$ cat src/rtl/c64_keyboard_matrix_if.sv
// Byte-stream handshake between the PS/2 receiver (master) and the keyboard
// matrix block (slave). A byte transfers on a clock where kb_valid & kb_ready.
interface c64_keyboard_matrix_if;
  logic [7:0] kb_data;
  logic       kb_valid;
  logic       kb_ready;

  modport master (output kb_data, output kb_valid, input kb_ready);
  modport slave  (input kb_data, input kb_valid, output kb_ready);
endinterface

$ cat src/rtl/c64_keyboard_matrix.sv
// PS/2 scancode stream to C64 8x8 keyboard matrix, with a passive registered
// CIA1 scan model (PB-read direction plus optional single-hop PA ghosting).
module c64_keyboard_matrix #(
  parameter bit EXT_IN_ADDR = 1'b1,
  parameter bit GHOST       = 1'b1
) (
  input  logic                         clk,
  input  logic                         res,
  c64_keyboard_matrix_if.slave         kb,
  output logic [8:0]                   rom_addr,
  output logic                         rom_rd,
  input  logic [7:0]                   rom_data,
  input  logic [7:0]                   pa_drv,
  input  logic [7:0]                   pa_oe,
  input  logic [7:0]                   pb_drv,
  input  logic [7:0]                   pb_oe,
  output logic [7:0]                   pa_in,
  output logic [7:0]                   pb_in,
  output logic                         restore_n,
  output logic [63:0]                  key_matrix
);

  typedef enum logic [1:0] {S_IDLE, S_LOOK, S_APPLY} state_t;

  state_t      r_state;
  state_t      w_state_nxt;
  logic [63:0] r_matrix;
  logic        r_ext;
  logic        r_brk;
  logic        r_restore_n;
  logic [8:0]  r_rom_addr;
  logic        r_rom_rd;
  logic [7:0]  r_pa_in;
  logic [7:0]  r_pb_in;
  logic        w_accept;
  logic        w_is_key;
  logic        w_self_test;
  logic [7:0]  w_pa_eff;
  logic [7:0]  w_pb_eff;
  logic [7:0]  w_pa_scan;
  logic [7:0]  w_pb_scan;
  logic [7:0][7:0] w_m;

  assign w_self_test = (kb.kb_data == 8'hAA) || (kb.kb_data == 8'hFC);
  assign w_is_key    = (kb.kb_data != 8'hE0) && (kb.kb_data != 8'hF0) && !w_self_test;

  // NOTE: every signal written in an always_comb gets a default first, so no
  // path through the case can leave it unassigned and infer a latch.
  always_comb begin
    w_state_nxt = r_state;
    kb.kb_ready = 1'b0;
    w_accept    = 1'b0;
    case (r_state)
      S_IDLE: begin
        kb.kb_ready = 1'b1;
        w_accept    = kb.kb_valid;
        if (kb.kb_valid && w_is_key) w_state_nxt = S_LOOK;
      end
      S_LOOK:  w_state_nxt = S_APPLY;
      S_APPLY: w_state_nxt = S_IDLE;
      default: w_state_nxt = S_IDLE;
    endcase
  end

  // NOTE: sequential state uses non-blocking assignments so every register
  // samples pre-edge values, independent of statement order.
  always_ff @(posedge clk or posedge res) begin
    if (res) r_state <= S_IDLE;
    else     r_state <= w_state_nxt;
  end

  // NOTE: the 64-bit matrix is plain flops, not a RAM, so it is cleared by
  // the async reset along with the flags.
  always_ff @(posedge clk or posedge res) begin
    if (res) begin
      r_matrix    <= '0;
      r_ext       <= 1'b0;
      r_brk       <= 1'b0;
      r_restore_n <= 1'b1;
      r_rom_addr  <= '0;
      r_rom_rd    <= 1'b0;
    end else begin
      r_rom_rd <= 1'b0;
      if (w_accept) begin
        if (kb.kb_data == 8'hE0) begin
          r_ext <= 1'b1;
        end else if (kb.kb_data == 8'hF0) begin
          r_brk <= 1'b1;
        end else if (w_self_test) begin
          r_matrix    <= '0;
          r_restore_n <= 1'b1;
          r_ext       <= 1'b0;
          r_brk       <= 1'b0;
        end else begin
          r_rom_addr <= {r_ext & EXT_IN_ADDR, kb.kb_data};
          r_rom_rd   <= 1'b1;
        end
      end
      if (r_state == S_APPLY) begin
        // ROM word: {valid, restore, row[2:0], col[2:0]}
        if (rom_data[7]) begin
          if (rom_data[6]) r_restore_n <= r_brk;
          else             r_matrix[rom_data[5:0]] <= ~r_brk;
        end
        r_ext <= 1'b0;
        r_brk <= 1'b0;
      end
    end
  end

  // Undriven CIA pins float high; a pressed key pulls the crossing line low.
  always_comb begin
    w_m       = r_matrix;
    w_pa_eff  = pa_drv | ~pa_oe;
    w_pb_eff  = pb_drv | ~pb_oe;
    w_pb_scan = '1;
    w_pa_scan = '1;
    for (int r = 0; r < 8; r++) begin
      for (int c = 0; c < 8; c++) begin
        if (w_m[r[2:0]][c[2:0]]) begin
          w_pb_scan[r[2:0]] = w_pb_scan[r[2:0]] & w_pa_eff[c[2:0]];
          if (GHOST) w_pa_scan[c[2:0]] = w_pa_scan[c[2:0]] & w_pb_eff[r[2:0]];
        end
      end
    end
  end

  always_ff @(posedge clk or posedge res) begin
    if (res) begin
      r_pa_in <= 8'hFF;
      r_pb_in <= 8'hFF;
    end else begin
      r_pa_in <= w_pa_scan;
      r_pb_in <= w_pb_scan;
    end
  end

  assign rom_addr   = r_rom_addr;
  assign rom_rd     = r_rom_rd;
  assign pa_in      = r_pa_in;
  assign pb_in      = r_pb_in;
  assign restore_n  = r_restore_n;
  assign key_matrix = r_matrix;

endmodule

$ cat src/flat_wrapper.sv
// flat-port wrapper written by rule: the top's interface ports become plain ports
module c64_keyboard_matrix_flat 
#(
  parameter bit EXT_IN_ADDR = 1'b1,
  parameter bit GHOST       = 1'b1
)
  (clk, res, rom_addr, rom_rd, rom_data, pa_drv, pa_oe, pb_drv, pb_oe, pa_in, pb_in, restore_n, key_matrix, kb_kb_data, kb_kb_valid, kb_kb_ready);
  c64_keyboard_matrix_if kb_i ();
  input  logic clk;
  input  logic res;
  output logic [8:0] rom_addr;
  output logic rom_rd;
  input  logic [7:0] rom_data;
  input  logic [7:0] pa_drv;
  input  logic [7:0] pa_oe;
  input  logic [7:0] pb_drv;
  input  logic [7:0] pb_oe;
  output logic [7:0] pa_in;
  output logic [7:0] pb_in;
  output logic restore_n;
  output logic [63:0] key_matrix;
  input wire logic [$bits(kb_i.kb_data)-1:0] kb_kb_data;
  input wire logic [$bits(kb_i.kb_valid)-1:0] kb_kb_valid;
  output wire logic [$bits(kb_i.kb_ready)-1:0] kb_kb_ready;
  assign kb_i.kb_data = kb_kb_data;
  assign kb_i.kb_valid = kb_kb_valid;
  assign kb_kb_ready = kb_i.kb_ready;
  c64_keyboard_matrix #(.EXT_IN_ADDR(EXT_IN_ADDR), .GHOST(GHOST)) u_core (.clk(clk), .res(res), .kb(kb_i), .rom_addr(rom_addr), .rom_rd(rom_rd), .rom_data(rom_data), .pa_drv(pa_drv), .pa_oe(pa_oe), .pb_drv(pb_drv), .pb_oe(pb_oe), .pa_in(pa_in), .pb_in(pb_in), .restore_n(restore_n), .key_matrix(key_matrix));
endmodule
$ cat config.mk
export PLATFORM = sky130hd
export DESIGN_NAME = c64_keyboard_matrix_flat
export DESIGN_NICKNAME = d
export VERILOG_FILES = /design/src/rtl/c64_keyboard_matrix_if.sv /design/src/rtl/c64_keyboard_matrix.sv /design/src/flat_wrapper.sv
export SDC_FILE = /design/constraint.sdc
export NUM_CORES = 1
export LEC_CHECK = 0
export ABC_CLOCK_PERIOD_IN_PS = 2900
export BUFFER_PORTS_ARGS = -buffer_cell sky130_fd_sc_hd__buf_2
export CORE_ASPECT_RATIO = 1.25
export CORE_MARGIN = 8
export CORE_UTILIZATION = 45
export DETAILED_ROUTE_END_ITERATION = 10
export HOLD_SLACK_MARGIN = 0.03
export PLACE_DENSITY = 0.74
export SLEW_MARGIN = 20
export SYNTH_ARGS = -nofsm -noshare
export SYNTH_HDL_FRONTEND = slang
export SYNTH_SLANG_ARGS = --single-unit
$ cat constraint.sdc
create_clock -name clk -period 2.9 [get_ports clk]
set_input_delay 0.58 -clock clk [delete_from_list [all_inputs] [get_ports clk]]
set_output_delay 0.58 -clock clk [all_outputs]
set_load 0.1 [all_outputs]
==> results of run 1 <==
-- synthesized netlist by cell type (3+ instances only) --
master and instances:
buf_1 10, dfrtp_1 78, nor2b_1 16, a22o_1 4
and3_1 5, mux2_2 6, and4_1 12, nor3b_1 3
a221oi_1 4, clkbuf_1 33, or2_2 3, nand2_1 87
nor2_1 9, a22oi_1 56, mux2i_1 40, dfstp_2 17
o211ai_1 24, inv_1 4, nor4b_2 3, o31ai_1 24
-- how the worst min path moves through the flow --
stage	startpoint	endpoint	slack, ns
floorplan	u_core.r_ext	u_core.rom_addr[8]	0.46
global placement	u_core.restore_n	u_core.restore_n	0.46
detailed placement	u_core.restore_n	u_core.restore_n	0.47
CTS	res	u_core.key_matrix[20]	0.43
global route	res	u_core.key_matrix[18]	0.46
finish	res	u_core.key_matrix[20]	0.40
-- through the flow --
stage                     util, %  worst slack, ns  cell area [sq um]  cells  hold WS (ns)
final                        56.4            0.814               5960    727         0.405
after global routing         56.4            0.736               5960    727         0.465
after CTS                    56.4            0.814               5950    727         0.430
after detailed placement     53.7            0.525               5670    711         0.469
after global placement       53.7            0.619               5670    711         0.461
after floorplan                 -            0.390               4880    473         0.465
-- flip-flops by register name, indices dropped and copies added (netlist names) --
| signal | count |
|---|---|
| u_core.rom_addr | 9 |
| u_core.restore_n | 1 |
| u_core.r_ext | 1 |
| u_core.r_state | 2 |
| u_core.pa_in | 8 |
| u_core.rom_rd | 1 |
| u_core.key_matrix | 64 |
| u_core.r_brk | 1 |
| u_core.pb_in | 8 |
-- metal layers --
metal	wire length [microns]	vias to the layer above	share of wire, %
met5	0	-	0
met2	8110	294	48
met1	6080	2237	36
met3	1950	64	12
li1	-	1995	-
met4	694	0	4.1
-- worst max-delay path, stage by stage, from the launching register on --
cell and delay [ns]:
dfrtp_1 0.45, nor3b_1 0.54, o2111ai_4 0.20, buf_4 0.39
o211ai_1 0.22, o31ai_1 0.12
-- cell type report --
| type | count | area [sq um] |
|---|---|---|
| timing repair buffer | 153 | 793 |
| fill | 931 | 4610 |
| sequential | 95 | 2400 |
| multi-input combinational | 327 | 2290 |
| clock buffer | 12 | 256 |
| clock inverter | 4 | 30.0 |
| tap | 132 | 165 |
| inverter | 4 | 18.8 |
-- cell families after synthesis --
logic type,Yosys count
AO/OA/AOI/OAI,122
buffers and inverters,51
flip-flops,95
multiplexers,47
AND/OR/NAND/NOR,158
-- power by group through the flow --
stage / Clock [uW] / Combinational (uW) / Sequential (uW)
3_3_place_gp: 0 / 1170 / 1560
5_1_grt: 1190 / 1230 / 1550
2_1_floorplan: 0 / 239 / 2270
6_report: 1120 / 1180 / 1540
4_1_cts: 1140 / 1190 / 1540
3_5_place_dp: 0 / 1190 / 1560
==> flow_metrics.env, run 1 <==
export IMPL_grt_use_met1_pct=27.0
export IMPL_grt_usage_pct=23.2
export IMPL_yosysUniqueCellTypes=47
export IMPL_cp_arrival_ns=2.28
export IMPL_cts_root_buf="clkbuf_16"
export IMPL_n_antenna_cell=0
export IMPL_fin_setup_tns_ns=0
export IMPL_synth_nets=524
export IMPL_synthAdderAreaFrac_pct=0
export IMPL_place_gp_congestion=0.932
export IMPL_rr_startpoint="u_core.r_state[1]"
export IMPL_drc_errors=0
export IMPL_cts_buffers=9
export IMPL_synth_compound_area_share_pct=19.5
export IMPL_io_pins=143
export IMPL_cp_startpoint="u_core.r_state[1]"
export IMPL_htree_levels=3
export IMPL_die_w_microns=109
export IMPL_clk_pin_slew_ns=0.06
export IMPL_io_buffers=142
export IMPL_synthXorXnorAreaFrac_pct=0
export IMPL_cts_resized=0
export IMPL_grt_max_degree=68
export IMPL_grt_pass1_vias=4641
export IMPL_critPathCapture="u_core.key_matrix[15]"
export IMPL_yosys_area_top_type="dfrtp_1"
export IMPL_cts_setup_buffers=0
export IMPL_leakage_uw=0.00287
export IMPL_start_util_pct=46.2
export IMPL_num_vias=4590
export IMPL_cts_tree="built"
export IMPL_r2r_cells=5
export IMPL_finalSetupViolCount=0
export IMPL_ys_seq_area_share_pct=49.2
export IMPL_vias_per_cell=6.31
export IMPL_cts_hold_buf=0
export IMPL_synth_edff_count=0
export IMPL_rsz0062_at_grt="false"
export IMPL_grt_util_met3_pct=6.90
export IMPL_grt_pass1_wl_microns=26000
export IMPL_core_rowCount=42
export IMPL_hold_viol_final=0
export IMPL_die_y_microns=132
export IMPL_ys_seq_elements=95
export IMPL_synth_area_mux_share_pct=9.82
export IMPL_die_area_sq_mm=0.0144
export IMPL_p_clk_share_pct=29.2
export IMPL_p_int_uw=2270
export IMPL_drive_gt1_share_pct=34.5
export IMPL_cts_sinks=95
export IMPL_hpwl_microns=12500
export IMPL_mostFrequentLayoutCells="142 x buf_2, 87 x nand2_1, 77 x dfrtp_1"
export IMPL_syn_avg_cell_area_sq_um=10.3
export IMPL_ys_flop_type="dfrtp_1"
export IMPL_final_common_cell="buf_2"
export IMPL_max_cap_violations=0
export IMPL_crit_type="reg2reg"
export IMPL_status="complete, no violations"
export IMPL_area_growth_syn_to_layout_pct=22.1
export IMPL_synthCells=473
export IMPL_slew_limit_headroom_pct=44.9
export IMPL_synth_area_leaders="dfrtp_1 40%, dfstp_2 9.2%, a22oi_1 8.6%"
export IMPL_clk_latency_ns=0.34
export IMPL_core_area_sq_mm=0.0106
export IMPL_synthesis_area_sq_mm=0.00488
export IMPL_firstDrtPassIters=5
export IMPL_wirelength_microns=16800
export IMPL_fin_crit_sh_pct=71.9
export IMPL_critical_path_max_fanout=67
export IMPL_min_path_type="in2async"
export IMPL_vdd_drop_max_mv=0.505
export IMPL_fin_nets=641
export IMPL_yosys_area_share_simple_pct=17.3
export IMPL_reg2reg_to="u_core.key_matrix[15]"
export IMPL_drt_antenna_violating_nets=0
export IMPL_period_needed_ns=2.09
export IMPL_crit_path_end_kind="register"
export IMPL_worst_pin_slew_ns=0.825
export IMPL_power_switching_uw=1580
export IMPL_skew_ns=0.00562
export IMPL_r2r_slack_ns=0.81
export IMPL_critPathLaunchType="register"
export IMPL_grt_overflow=0
export IMPL_synth_async_sr_flop_share_pct=100
export IMPL_finalMaxSlewViolations=0
export IMPL_cts_path_max_buffers=2
export IMPL_worstPathRequired_ns=3.09
export IMPL_combPwrFrac_pct=30.7
export IMPL_met2_usage_pct=37.1
export IMPL_timing_fmax_mhz=479
export IMPL_first_iter_violations=426
export IMPL_power_frac_seq_pct=40.1
export IMPL_synth_top_area_share_pct=40.0
export IMPL_finalPower_uw=3850
export IMPL_yosys_warnings=0
export IMPL_antenna_found_initial=0
export IMPL_synth_top_family_by_area="compound AO/OA/AOI/OAI gates"
export IMPL_power_density_mw_per_mm2=646
export IMPL_busiest_layer="met2"
export IMPL_swShare_pct=41.1
export IMPL_wl_per_cell_microns=23.2
No activity file was read; power rests on OpenSTA's default activity.
==> run 2: changes to the inputs <==
ABC_CLOCK_PERIOD_IN_PS = 1790   (was 2900)
clock period = 1.79 ns   (was 2.9 ns; I/O delays follow)
==> run 2 against run 1 <==
  * Utilization increased by 1.7 points
  * Global-route usage increased by 0.16 points
  * Cell count increased by 2.5%
  * Largest cell class unchanged
  * Largest power group unchanged
==> flow_metrics.env, run 2 (synthesized netlist as in run 1, its figures left out) <==
export IMPL_status="complete, no violations"
export IMPL_fin_nets=659
export IMPL_first_iter_violations=463
export IMPL_io_buffers=142
export IMPL_area_growth_syn_to_layout_pct=25.8
export IMPL_slew_limit_headroom_pct=43.8
export IMPL_antenna_found_initial=0
export IMPL_fin_util_pct=58.1
export IMPL_num_vias=4609
export IMPL_r2r_slack_ns=0.13
export IMPL_vdd_drop_max_mv=1.00
export IMPL_power_density_mw_per_mm2=1010
export IMPL_die_y_microns=132
export IMPL_p_clk_share_pct=28.2
export IMPL_swShare_pct=41.1
export IMPL_io_pins=143
export IMPL_finalMaxSlewViolations=0
export IMPL_rr_startpoint="u_core.r_state[0]"
export IMPL_max_cap_violations=0
export IMPL_combPwrFrac_pct=31.5
export IMPL_worst_pin_slew_ns=0.841
export IMPL_wirelength_microns=17000
export IMPL_hpwl_microns=12500
export IMPL_grt_max_degree=96
export IMPL_cts_sinks=95
export IMPL_cts_tree="built"
export IMPL_timing_fmax_mhz=571
export IMPL_core_area_sq_mm=0.0106
export IMPL_cts_buffers=9
export IMPL_place_gp_congestion=0.938
export IMPL_final_common_cell="buf_2"
export IMPL_grt_pass1_vias=4658
export IMPL_drive_gt1_share_pct=36.7
export IMPL_wl_per_cell_microns=22.8
export IMPL_power_frac_seq_pct=40.3
export IMPL_skew_ns=0.00280
export IMPL_cts_hold_buf=0
export IMPL_grt_overflow=0
export IMPL_hold_ws_ns=0.155
export IMPL_r2r_cells=5
export IMPL_cts_path_max_buffers=2
export IMPL_clk_pin_slew_ns=0.06
export IMPL_crit_type="reg2out"
export IMPL_core_rowCount=42
export IMPL_finalSetupViolCount=0
export IMPL_fin_crit_sh_pct=97.9
export IMPL_mostFrequentLayoutCells="142 x buf_2, 86 x nand2_1, 76 x dfrtp_1"
export IMPL_worstPathRequired_ns=1.43
export IMPL_grt_pass1_wl_microns=26400
export IMPL_fin_setup_tns_ns=0
export IMPL_crit_path_end_kind="output port"
export IMPL_drt_antenna_violating_nets=0
export IMPL_firstDrtPassIters=5
export IMPL_cp_arrival_ns=1.39
export IMPL_leakage_uw=0.00300
export IMPL_min_path_type="in2async"
export IMPL_start_util_pct=46.2
export IMPL_hold_viol_final=0
export IMPL_placed_area_sq_mm=0.00587
export IMPL_die_area_sq_mm=0.0144
export IMPL_cp_startpoint="u_core.r_state[0]"
export IMPL_critPathLaunchType="register"
export IMPL_critical_path_max_fanout=5
export IMPL_vias_per_cell=6.19
export IMPL_clk_latency_ns=0.34
export IMPL_htree_levels=3
export IMPL_die_w_microns=109
export IMPL_rsz0062_at_grt="false"
export IMPL_p_int_uw=3650
export IMPL_drc_errors=0
export IMPL_period_needed_ns=1.75
export IMPL_largest_reg_flops=64
export IMPL_cts_root_buf="clkbuf_16"
export IMPL_n_antenna_cell=0
export IMPL_power_switching_uw=2550
export IMPL_grt_usage_pct=23.4
export IMPL_final_area_sq_mm=0.00614
## run 2: cell types whose count changed in the layout (fill, tap and decap cells not counted), sizes merged
cell      previous run  this run
buf                153       171
clkinvlp             5         1
clkinv               0         5
clkbuf              12        11
## run 2: final timing paths
check	endpoint
max in group asynchronous	u_core.r_state[1]
setup reg to reg	u_core.key_matrix[25]
min in group clk	u_core.rom_addr[0]
setup / recovery	kb_kb_ready
hold / removal	u_core.key_matrix[28]
hold reg to reg	u_core.restore_n
## run 2: per-stage QoR
| step | power, uW | setup slack (ns) | std cells |
|---|---|---|---|
| floorplan | 4070 | -0.255 | 473 |
| global placement | 4460 | -0.105 | 729 |
| detailed placement | 4490 | -0.156 | 729 |
| CTS | 6220 | 0.0314 | 745 |
| global route | 6400 | 0.00628 | 745 |
| finish | 6200 | 0.0385 | 745 |
## run 2: area by class of cell
type | count | area, sq um
well taps | 132 | 165
multi-input cells | 327 | 2310
fillers | 928 | 4420
flip-flops and latches | 95 | 2400
repair buffers | 171 | 978
clock inverters | 5 | 23.8
clock buffers | 11 | 243
inverters | 4 | 18.8
## run 2: power groups by stage
stage               clock [uW]  sequential, uW  combinational, uW
global route              1850            2510               2030
CTS                       1770            2490               1960
detailed placement           0            2530               1960
global placement             0            2520               1940
floorplan                    0            3670                394
finish                    1750            2500               1950
## run 2: per-layer routing
layer  global-route usage (%)  routed length, microns  vias up
met5                        0                       0        -
met4                     10.1                     515        0
met3                     7.48                    1840       44
met2                     37.9                    8250      259
met1                     27.3                    6360     2279
li1                         -                       -     2027
## run 2: timing repair
item                       in CTS  in global routing
setup endpoints to repair       0                  6
setup buffers                   0                  0
resized for setup               0                  1
## run 2: critical path: stages (launching register included)
cell	delay, ns
dfrtp_1	0.44
nor2_4	0.16
buf_2	0.44
